<file path="src/rtl/spook_out_pkt_buffer.sv">
// Store-and-forward buffer for the spook_MSK output bus: a packet becomes
// visible to the host only after its last word has been written.
module spook_out_pkt_buffer #(
    parameter int BUS_SIZE = 32,
    parameter int DEPTH    = 64,
    parameter int CNT_W    = 8
) (
    input  logic                clk,
    input  logic                rst,
    input  logic                flush,
    input  logic [BUS_SIZE-1:0] in_data,
    input  logic                in_valid,
    input  logic                in_last,
    output logic                in_ready,
    output logic [BUS_SIZE-1:0] out_data,
    output logic                out_valid,
    output logic                out_last,
    input  logic                out_ready,
    output logic [CNT_W-1:0]    pkt_count,
    output logic                overflow_err
);

    localparam int AW = $clog2(DEPTH);
    localparam logic [AW:0] FULL_CNT = {1'b1, {AW{1'b0}}};

    typedef enum logic {
        RECV,
        DROP
    } state_t;

    state_t                state_q, state_d;
    logic [AW:0]           wr_ptr_q, wr_ptr_d;
    logic [AW:0]           cm_ptr_q, cm_ptr_d;
    logic [AW:0]           rd_ptr_q, rd_ptr_d;
    logic                  out_valid_q, out_valid_d;
    logic                  out_last_q, out_last_d;
    logic [BUS_SIZE-1:0]   out_data_q, out_data_d;
    logic [CNT_W-1:0]      pkt_count_q, pkt_count_d;
    logic                  overflow_q, overflow_d;

    logic [BUS_SIZE:0]     mem [DEPTH];
    logic [BUS_SIZE:0]     rd_word;
    logic [AW:0]           used;
    logic [AW:0]           pending;
    logic                  full;
    logic                  overrun;
    logic                  in_xfer;
    logic                  wr_en;
    logic                  commit;
    logic                  load;
    logic                  pop_last;

    assign used     = wr_ptr_q - rd_ptr_q;
    assign pending  = wr_ptr_q - cm_ptr_q;
    assign full     = (used == FULL_CNT);
    assign in_ready = (state_q == DROP) | ~full;
    assign in_xfer  = in_valid & in_ready;
    assign wr_en    = (state_q == RECV) & in_xfer & ~flush;
    assign commit   = wr_en & in_last;
    // A single unfinished packet occupying every slot can never commit.
    assign overrun  = (state_q == RECV) & full & (pending == FULL_CNT);
    assign load     = (rd_ptr_q != cm_ptr_q) & (~out_valid_q | out_ready);
    assign pop_last = out_valid_q & out_ready & out_last_q;
    assign rd_word  = mem[rd_ptr_q[AW-1:0]];

    always_comb begin
        state_d     = state_q;
        wr_ptr_d    = wr_ptr_q;
        cm_ptr_d    = cm_ptr_q;
        rd_ptr_d    = rd_ptr_q;
        out_valid_d = out_valid_q;
        out_last_d  = out_last_q;
        out_data_d  = out_data_q;
        pkt_count_d = pkt_count_q;
        overflow_d  = overflow_q;

        if (state_q == RECV) begin
            if (overrun) begin
                wr_ptr_d   = cm_ptr_q;
                overflow_d = 1'b1;
                state_d    = DROP;
            end else if (in_xfer) begin
                wr_ptr_d = wr_ptr_q + 1'b1;
                if (in_last) begin
                    cm_ptr_d = wr_ptr_q + 1'b1;
                end
            end
        end else if (in_xfer & in_last) begin
            state_d = RECV;
        end

        if (load) begin
            out_valid_d = 1'b1;
            out_data_d  = rd_word[BUS_SIZE-1:0];
            out_last_d  = rd_word[BUS_SIZE];
            rd_ptr_d    = rd_ptr_q + 1'b1;
        end else if (out_ready) begin
            out_valid_d = 1'b0;
        end

        if (commit & ~pop_last) begin
            if (~&pkt_count_q) begin
                pkt_count_d = pkt_count_q + 1'b1;
            end
        end else if (pop_last & ~commit) begin
            if (pkt_count_q != '0) begin
                pkt_count_d = pkt_count_q - 1'b1;
            end
        end

        if (flush) begin
            state_d     = RECV;
            wr_ptr_d    = '0;
            cm_ptr_d    = '0;
            rd_ptr_d    = '0;
            out_valid_d = 1'b0;
            out_last_d  = 1'b0;
            out_data_d  = '0;
            pkt_count_d = '0;
            overflow_d  = 1'b0;
        end
    end

    always_ff @(posedge clk or negedge rst) begin
        if (!rst) begin
            state_q     <= RECV;
            wr_ptr_q    <= '0;
            cm_ptr_q    <= '0;
            rd_ptr_q    <= '0;
            out_valid_q <= 1'b0;
            out_last_q  <= 1'b0;
            out_data_q  <= '0;
            pkt_count_q <= '0;
            overflow_q  <= 1'b0;
        end else begin
            state_q     <= state_d;
            wr_ptr_q    <= wr_ptr_d;
            cm_ptr_q    <= cm_ptr_d;
            rd_ptr_q    <= rd_ptr_d;
            out_valid_q <= out_valid_d;
            out_last_q  <= out_last_d;
            out_data_q  <= out_data_d;
            pkt_count_q <= pkt_count_d;
            overflow_q  <= overflow_d;
        end
    end

    always_ff @(posedge clk) begin
        if (wr_en) begin
            mem[wr_ptr_q[AW-1:0]] <= {in_last, in_data};
        end
    end

    assign out_data     = out_data_q;
    assign out_valid    = out_valid_q;
    assign out_last     = out_last_q;
    assign pkt_count    = pkt_count_q;
    assign overflow_err = overflow_q;

endmodule

</file>
<file path="config.mk">
export PLATFORM = sky130hd
export DESIGN_NAME = spook_out_pkt_buffer
export DESIGN_NICKNAME = d
export VERILOG_FILES = /design/src/rtl/spook_out_pkt_buffer.sv
export SDC_FILE = /design/constraint.sdc
export NUM_CORES = 2
export LEC_CHECK = 0
export CORE_ASPECT_RATIO = 1.4
export CORE_UTILIZATION = 55
export DETAILED_ROUTE_END_ITERATION = 12
export GPL_ROUTABILITY_DRIVEN = 0
export PLACE_DENSITY = 0.74
export SYNTH_ARGS = -nofsm -noshare
export SYNTH_HDL_FRONTEND = slang
export SYNTH_SLANG_ARGS = --single-unit
</file>
<file path="constraint.sdc">
create_clock -name clk -period 4.8 [get_ports clk]
set_input_delay 0.48 -clock clk [delete_from_list [all_inputs] [get_ports clk]]
set_output_delay 0.48 -clock clk [all_outputs]
set_load 0.02 [all_outputs]
</file>
# [Word level (Yosys, flattened, before mapping)]
# Memory sizes are Yosys's and may differ from the RTL's.
# Cells that the tools add are included.
[classes] n_addsub=6 eq_ne=6 muxes=32 n_bitwise=20 reduce_logical=14
[op_table] op="$mux 7" count=11
[op_table] op="$mux 32" count=2
[op_table] op="$mux 8" count=5
[op_table] op="$add 7x1->7 const B" count=2
[op_table] op="$eq 7x7->1 const B" count=2
[op_table] op="$mux 1" count=14
[op_table] op="$sub 7x7->7" count=2
[op_table] op="$and 1x1->1" count=12
[op_table] op="$reduce_bool 3->1" count=4
[op_table] op="$add 8x1->8 const B" count=1
[op_table] op="$reduce_and 8->1" count=1
[op_table] op="$reduce_bool 2->1" count=4
[op_table] op="$reduce_bool 8->1" count=1
[op_table] op="$sub 8x1->8 const B" count=1
[op_table] op="$ne 7x7->1" count=1
[op_table] op="$not 1->1" count=6
[op_table] op="$ne 2x2->1 const B" count=2
[op_table] op="$reduce_and 2->1" count=2
[op_table] op="$reduce_and 4->1" count=1
[op_table] op="$ne 3x3->1 const B" count=1
[op_table] op="$reduce_and 3->1" count=1
[op_table] op="$or 1x1->1" count=2
[totals] register_bits=65 ram_bits=2112 input_bits=38 output_inout_bits=44 elab_cells=88 mem_count=1
[memory_table] memory="mem" depth=64 width=33 read_ports=1 rd_clocked_by_memory_dff=0 wr=1 line="41" source="logic [BUS_SIZE:0] mem [DEPTH];"

# [Depth between registers and ports, before layout]
[logic_depth] word_depth=13 depth_mapped=20 ltp_nobuf=16

# [Worst setup path after synthesis]
# Ideal clock, no wire load.
[synth_path] kind="flip-flop to flip-flop" from="reg rd_ptr_q[2]" to="mem mem[26][0] (netlist bit) (enable)" setup_time_ns=0.423 arrival_ns=4.455 required_ns=4.377 slack_ns=-0.078 path_stages_with_launch=11 path_buffers=2 synth_period_minus_slack_ns=4.878 path_cell_list="dfrtp_1 clkinv_1 clkbuf_1 buf_1 ha_1 and4_1 o21ai_0 nand4_1 a31oi_1 nand4b_1 nor2_1"
[synth_between] elab_chain_cells=9
[synth_lines] item="from (decl)" line="34" source="logic [AW:0] rd_ptr_q, rd_ptr_d;"
[synth_lines] item="from (signal assigned)" line="139" source="rd_ptr_q <= rd_ptr_d;"
[synth_lines] item="$sub 7x7->7" line="53" source="assign used = wr_ptr_q - rd_ptr_q;"
[synth_lines] item="$eq 7x7->1" line="55" source="assign full = (used == FULL_CNT);"
[synth_lines] item="$not 1->1" line="56" source="assign in_ready = (state_q == DROP) | ~full;"
[synth_lines] item="$or 1x1->1" line="56"
[synth_lines] item="$and 1x1->1" line="57" source="assign in_xfer = in_valid & in_ready;"
[synth_lines] item="$and 1x1->1 (2 in a row)" line="58" source="assign wr_en = (state_q == RECV) & in_xfer & ~flush;"
[synth_lines] item="$mux 1" line="149" source="if (wr_en) begin"
[synth_lines] item="$mux 1 (implied by the code)" line="150" source="mem[wr_ptr_q[AW-1:0]] <= {in_last, in_data};"
[synth_lines] item="to (decl)" line="41"
# No other way between the ends.

# [Final worst setup path]
[layout_path] from="reg rd_ptr_q[5]" to="reg pkt_count_q[7] (netlist: pkt_count[7])"
[layout_between] elab_chain_cells=12 elab_cells_between_ends=17 cone_classes="add/sub (1); eq/ne (2); mux (2); bitwise (9); reduce/logical (3)"
[layout_lines] item="$sub 7x7->7 (*)" line="53"
[layout_lines] item="$eq 7x7->1 (*)" line="55"
[layout_lines] item="$not 1->1 (*)" line="56"
[layout_lines] item="$or 1x1->1 (*)" line="56"
[layout_lines] item="$and 1x1->1 (*)" line="57"
[layout_lines] item="$and 1x1->1 (*) (2 in a row)" line="58"
[layout_lines] item="$and 1x1->1 (*)" line="59" source="assign commit = wr_en & in_last;"
[layout_lines] item="$not 1->1" line="105" source="end else if (pop_last & ~commit) begin"
[layout_lines] item="$and 1x1->1" line="105"
[layout_lines] item="$reduce_bool 3->1 (no source line)"
[layout_lines] item="$reduce_and 3->1 (no source line)"
[layout_lines] item="to (signal assigned)" line="143" source="pkt_count_q <= pkt_count_d;"
[layout_lines] item="to (decl)" line="38" source="logic [CNT_W-1:0] pkt_count_q, pkt_count_d;"
# Mark *: on every way between the ends. The rest lies on a longest branch, timed or not.
# A chain may end at the register's enable or synchronous reset.

==> out/qor.csv <==
stage;metric;value;unit
status;status;finished clean;
grt;largest net degree at the start of global routing;147;
worst_setup_path;CP max stage cell;o41ai_1;
grt;number of global-route vias before repair;40100;
drt;# DRC;0;
finish;Finished Core Util;62.6;%
placement;IO Port Bufs;81;
clock_tree;H-tree levels;4;
clock_tree;CTS Buffer Depth;3;
placement;Post-DP HPWL;111;mm
synth;post-synthesis cell area;83600;µm²
grt;GR peak layer;met2;
grt;grt ovf;0;
finish;Syn-to-layout area delta;12.5;%
worst_setup_path;Setup crit start kind;flop;
sta;Slew Viols, Final;0;
synth;Yosys warning total;0;
worst_setup_path;critical path required time;5.47;ns
synth;#FFs+latches synth;2177;
worst_setup_path;crit path capture type;flop;
grt;grt met3 use;4.97;%
grt;met1 Resource Use GR;33.8;%
power_and_ir_drop;Power, Total;0.0462;W
worst_setup_path;Critical path destination;pkt_count[7]$_DFFE_PN0P_;
sta;final hold viol count;0;
drt;ANT nets after route;0;
die;die span in y;463;µm
placement;post-place setup slack;0.477;ns
grt;first-pass GRT wire length;291;mm
synth;syn_area_per_cell;23.9;µm²
sta;Tcrit/Tclk final;91.4;%
clock_tree;clk sinks;2177;
die;# rows;168;
drt;DR pass1 iterations;7;
worst_setup_path;cells along the critical path;inv_1 > ha_1 > and4_1 > o21ai_0 > nand4_1 > a31o_2 > or3_1 > ha_1 > a21o_1 > a211oi_1 > nor2_1 > o41ai_1 > nor2b_1 > a221oi_1 > o311ai_1;
power_and_ir_drop;Worst VDD drop;0.398;mV
drt;total number of vias;39200;
worst_setup_path;reg2reg end;pkt_count[7]$_DFFE_PN0P_;
synth;register area share after synthesis;77.8;%
drt;initial drt markers;4963;
worst_setup_path;worst r2r src;rd_ptr_q[5]$_DFFE_PN0P_;
synth;Post-Synthesis Cells;3498;
worst_setup_path;Setup Crit Path Kind;flop to flop;
clock_tree;CTS root buf;clkbuf_16;
die;DIE AREA;154000;µm²
synth;Synth Net Count;3557;
synth;Post-synth ARST share;2.99;%
worst_setup_path;Critical Path AT;5.06;ns
die;Starting Density;55.6;%
synth;Netlist cell types;56;
clock_tree;Num CTS Buffers;182;
sta;Worst Max-Slew Pin Slew;1.27;ns
worst_setup_path;R2R cell count;15;
synth;Post-synth EDFFs;2112;
grt;GRT Overall Usage;27.1;%
worst_setup_path;Critical Path Max Stage Delay;0.52;ns
sta;unrepaired setup endpoints after global routing;no;
synth;ys flop type;edfxtp_1;
sta;fin crit period;4.39;ns
grt;initial antenna violation count;12;
worst_setup_path;Worst path most repeated cell;ha_1;
clock_tree;CTS tree;yes;
sta;Peak Freq;0.228;GHz
die;Die Wd;331;µm
sta;Slew headroom;15.6;%
clock_tree;Worst-path clk slew;0.07;ns
power_and_ir_drop;leak pwr;28.9;nW
min_path;hold crit path type;primary input to flop;
clock_tree;clock latency at the later pin of the worst-skew pair;0.82;ns
drt;routed length per instance;35.1;µm
sta;skew final;0.0227;ns
sta;Final setup viols;0;
worst_setup_path;r2r setup slk;0.41;ns
die;I/O Pins;82;
finish;Layout Nets;3772;
flow_run;max cap viols;0;
power_and_ir_drop;Pwr Density;491;nW/µm²
worst_setup_path;critical path startpoint;rd_ptr_q[5]$_DFFE_PN0P_;
grt;GRT met2 Usage;46.8;%
sta;Final WS setup;0.411;ns
finish;layout cells sized above 1;30.4;%
drt;WL final;205;mm
drt;Vias/cell;6.73;
die;Core ar.;150000;µm²
worst_setup_path;CP Max Fanout;7;
## power breakdown
group          internal, W  total [W]  switching (W)
Combinational      0.00463    0.00944        0.00481
Sequential          0.0212     0.0215       0.000342
Clock              0.00860     0.0153        0.00667
## Yosys cell counts (all sizes together) (10+ instances only)
cell type	instances	share of area (%)
a211oi	11	0.099
inv	17	0.076
nor2	114	0.51
edfxtp	2112	76
ha	20	0.30
xnor2	25	0.26
nand2	54	0.24
nor2b	10	0.075
mux2i	39	0.47
clkbuf	102	0.46
nand3	17	0.11
a22oi	32	0.29
dfrtp	65	1.9
o211ai	22	0.20
buf	78	0.41
a21oi	35	0.21
mux4	656	18
o21ai	16	0.096
## layout by cell type, fill, tap and decap left out, types with 4 or more instances in the layout
master           count
edfxtp_1          2112
mux4_2             656
clkbuf_16          189
buf_4               93
nor2_4              65
dfrtp_1             62
nand2_1             54
nor2_1              47
clkbuf_1            46
clkdlybuf4s50_1     46
mux2i_1             39
buf_12              37
clkinv_2            36
a21oi_1             35
buf_2               34
a22oi_1             32
xnor2_1             25
o211ai_1            22
clkinv_1            22
bufinv_16           21
ha_1                20
inv_1               16
o21ai_0             16
nand3_1             15
clkbuf_8            14
a211oi_1            11
nor2b_1             10
xor2_1               8
diode_2              7
nor3_1               7
nand2b_1             6
nand4_1              6
a21o_1               4
inv_6                4
## cell type report
cell class	count	area (µm²)
antenna	7	17.5
clock buffer	249	5090
clock inverter	92	1040
fill	9472	56200
inverter	18	76.3
multi-input combinational	1123	18200
sequential	2177	65100
tap	1955	2450
timing repair buffer	211	2080
## flip-flops by register name, summed over array words and instances, names as in the netlist
| signal | cells |
|---|---|
| cm_ptr_q | 7 |
| out_last | 1 |
| overflow_err | 1 |
| rd_ptr_q | 7 |
| state_q | 1 |
| out_data | 32 |
| wr_ptr_q | 7 |
| mem | 2112 |
| pkt_count | 8 |
| out_valid | 1 |
## layer usage
metal | up-vias | wire (µm)
met3 | 467 | 17700
met4 | 6 | 9100
li1 | 15400 | -
met5 | - | 35
met2 | 2192 | 107000
met1 | 21100 | 70500
## stage by stage
step                cell area [µm²]  hold WS (ns)  cells  TNS, ns
global route                  94000         0.114   5827        0
finish                        94100         0.129   5832        0
detailed placement            87900         0.497   5483        0
global placement              87900         0.489   5483        0
floorplan                     83600         0.184   3498   -92.74
CTS                           94000        0.0714   5825        0
## critical path, delay by kind of cell, from the launching register on
family,cells,cell delay (ns)
AND/OR/NAND/NOR,5,1.15
adder cells (fa/ha/maj),2,0.65
AO/OA/AOI/OAI,7,1.77
buffers and inverters,1,0.22
flip-flops,1,0.44
## cell families (layout without fill, tap and decap cells)
group	count (synthesis)	after routing	synth area share, %
AOI/OAI and AO/OA	138	138	1.13
xor gates and xnor gates	33	33	0.346
adders and majority gates	21	21	0.323
buffers and inverters	198	570	0.954
DFF	2177	2177	77.8
muxes	695	695	18.1
other	0	7	0
and+or+nand+nor	236	236	1.29
## worst min path at each step
| stage | startpoint | end | slack, ns | cells after the start |
|---|---|---|---|---|
| 4_1_cts | flush | rd_ptr_q[2]$_DFFE_PN0P_ | 0.07 | 2 |
| 5_1_grt | flush | cm_ptr_q[1]$_DFFE_PN0P_ | 0.11 | 2 |
| 2_1_floorplan | rst | cm_ptr_q[0]$_DFFE_PN0P_ | 0.18 | 0 |
| 3_5_place_dp | rst | out_data[13]$_DFFE_PN0P_ | 0.50 | 1 |
| 3_3_place_gp | out_data[8]$_DFFE_PN0P_ | out_data[8]$_DFFE_PN0P_ | 0.49 | 2 |
| 6_report | flush | rd_ptr_q[2]$_DFFE_PN0P_ | 0.13 | 2 |
## what timing repair did
| action | 4_1_cts | 5_1_grt |
|---|---|---|
| setup endpoints to repair | 0 | 0 |
| endpoints found under the hold margin | 35 | 0 |
| setup buffers | 0 | 0 |
| resized for setup | 0 | 0 |
| hold buffers | 1 | 0 |
(Power assumes the default switching activity.)
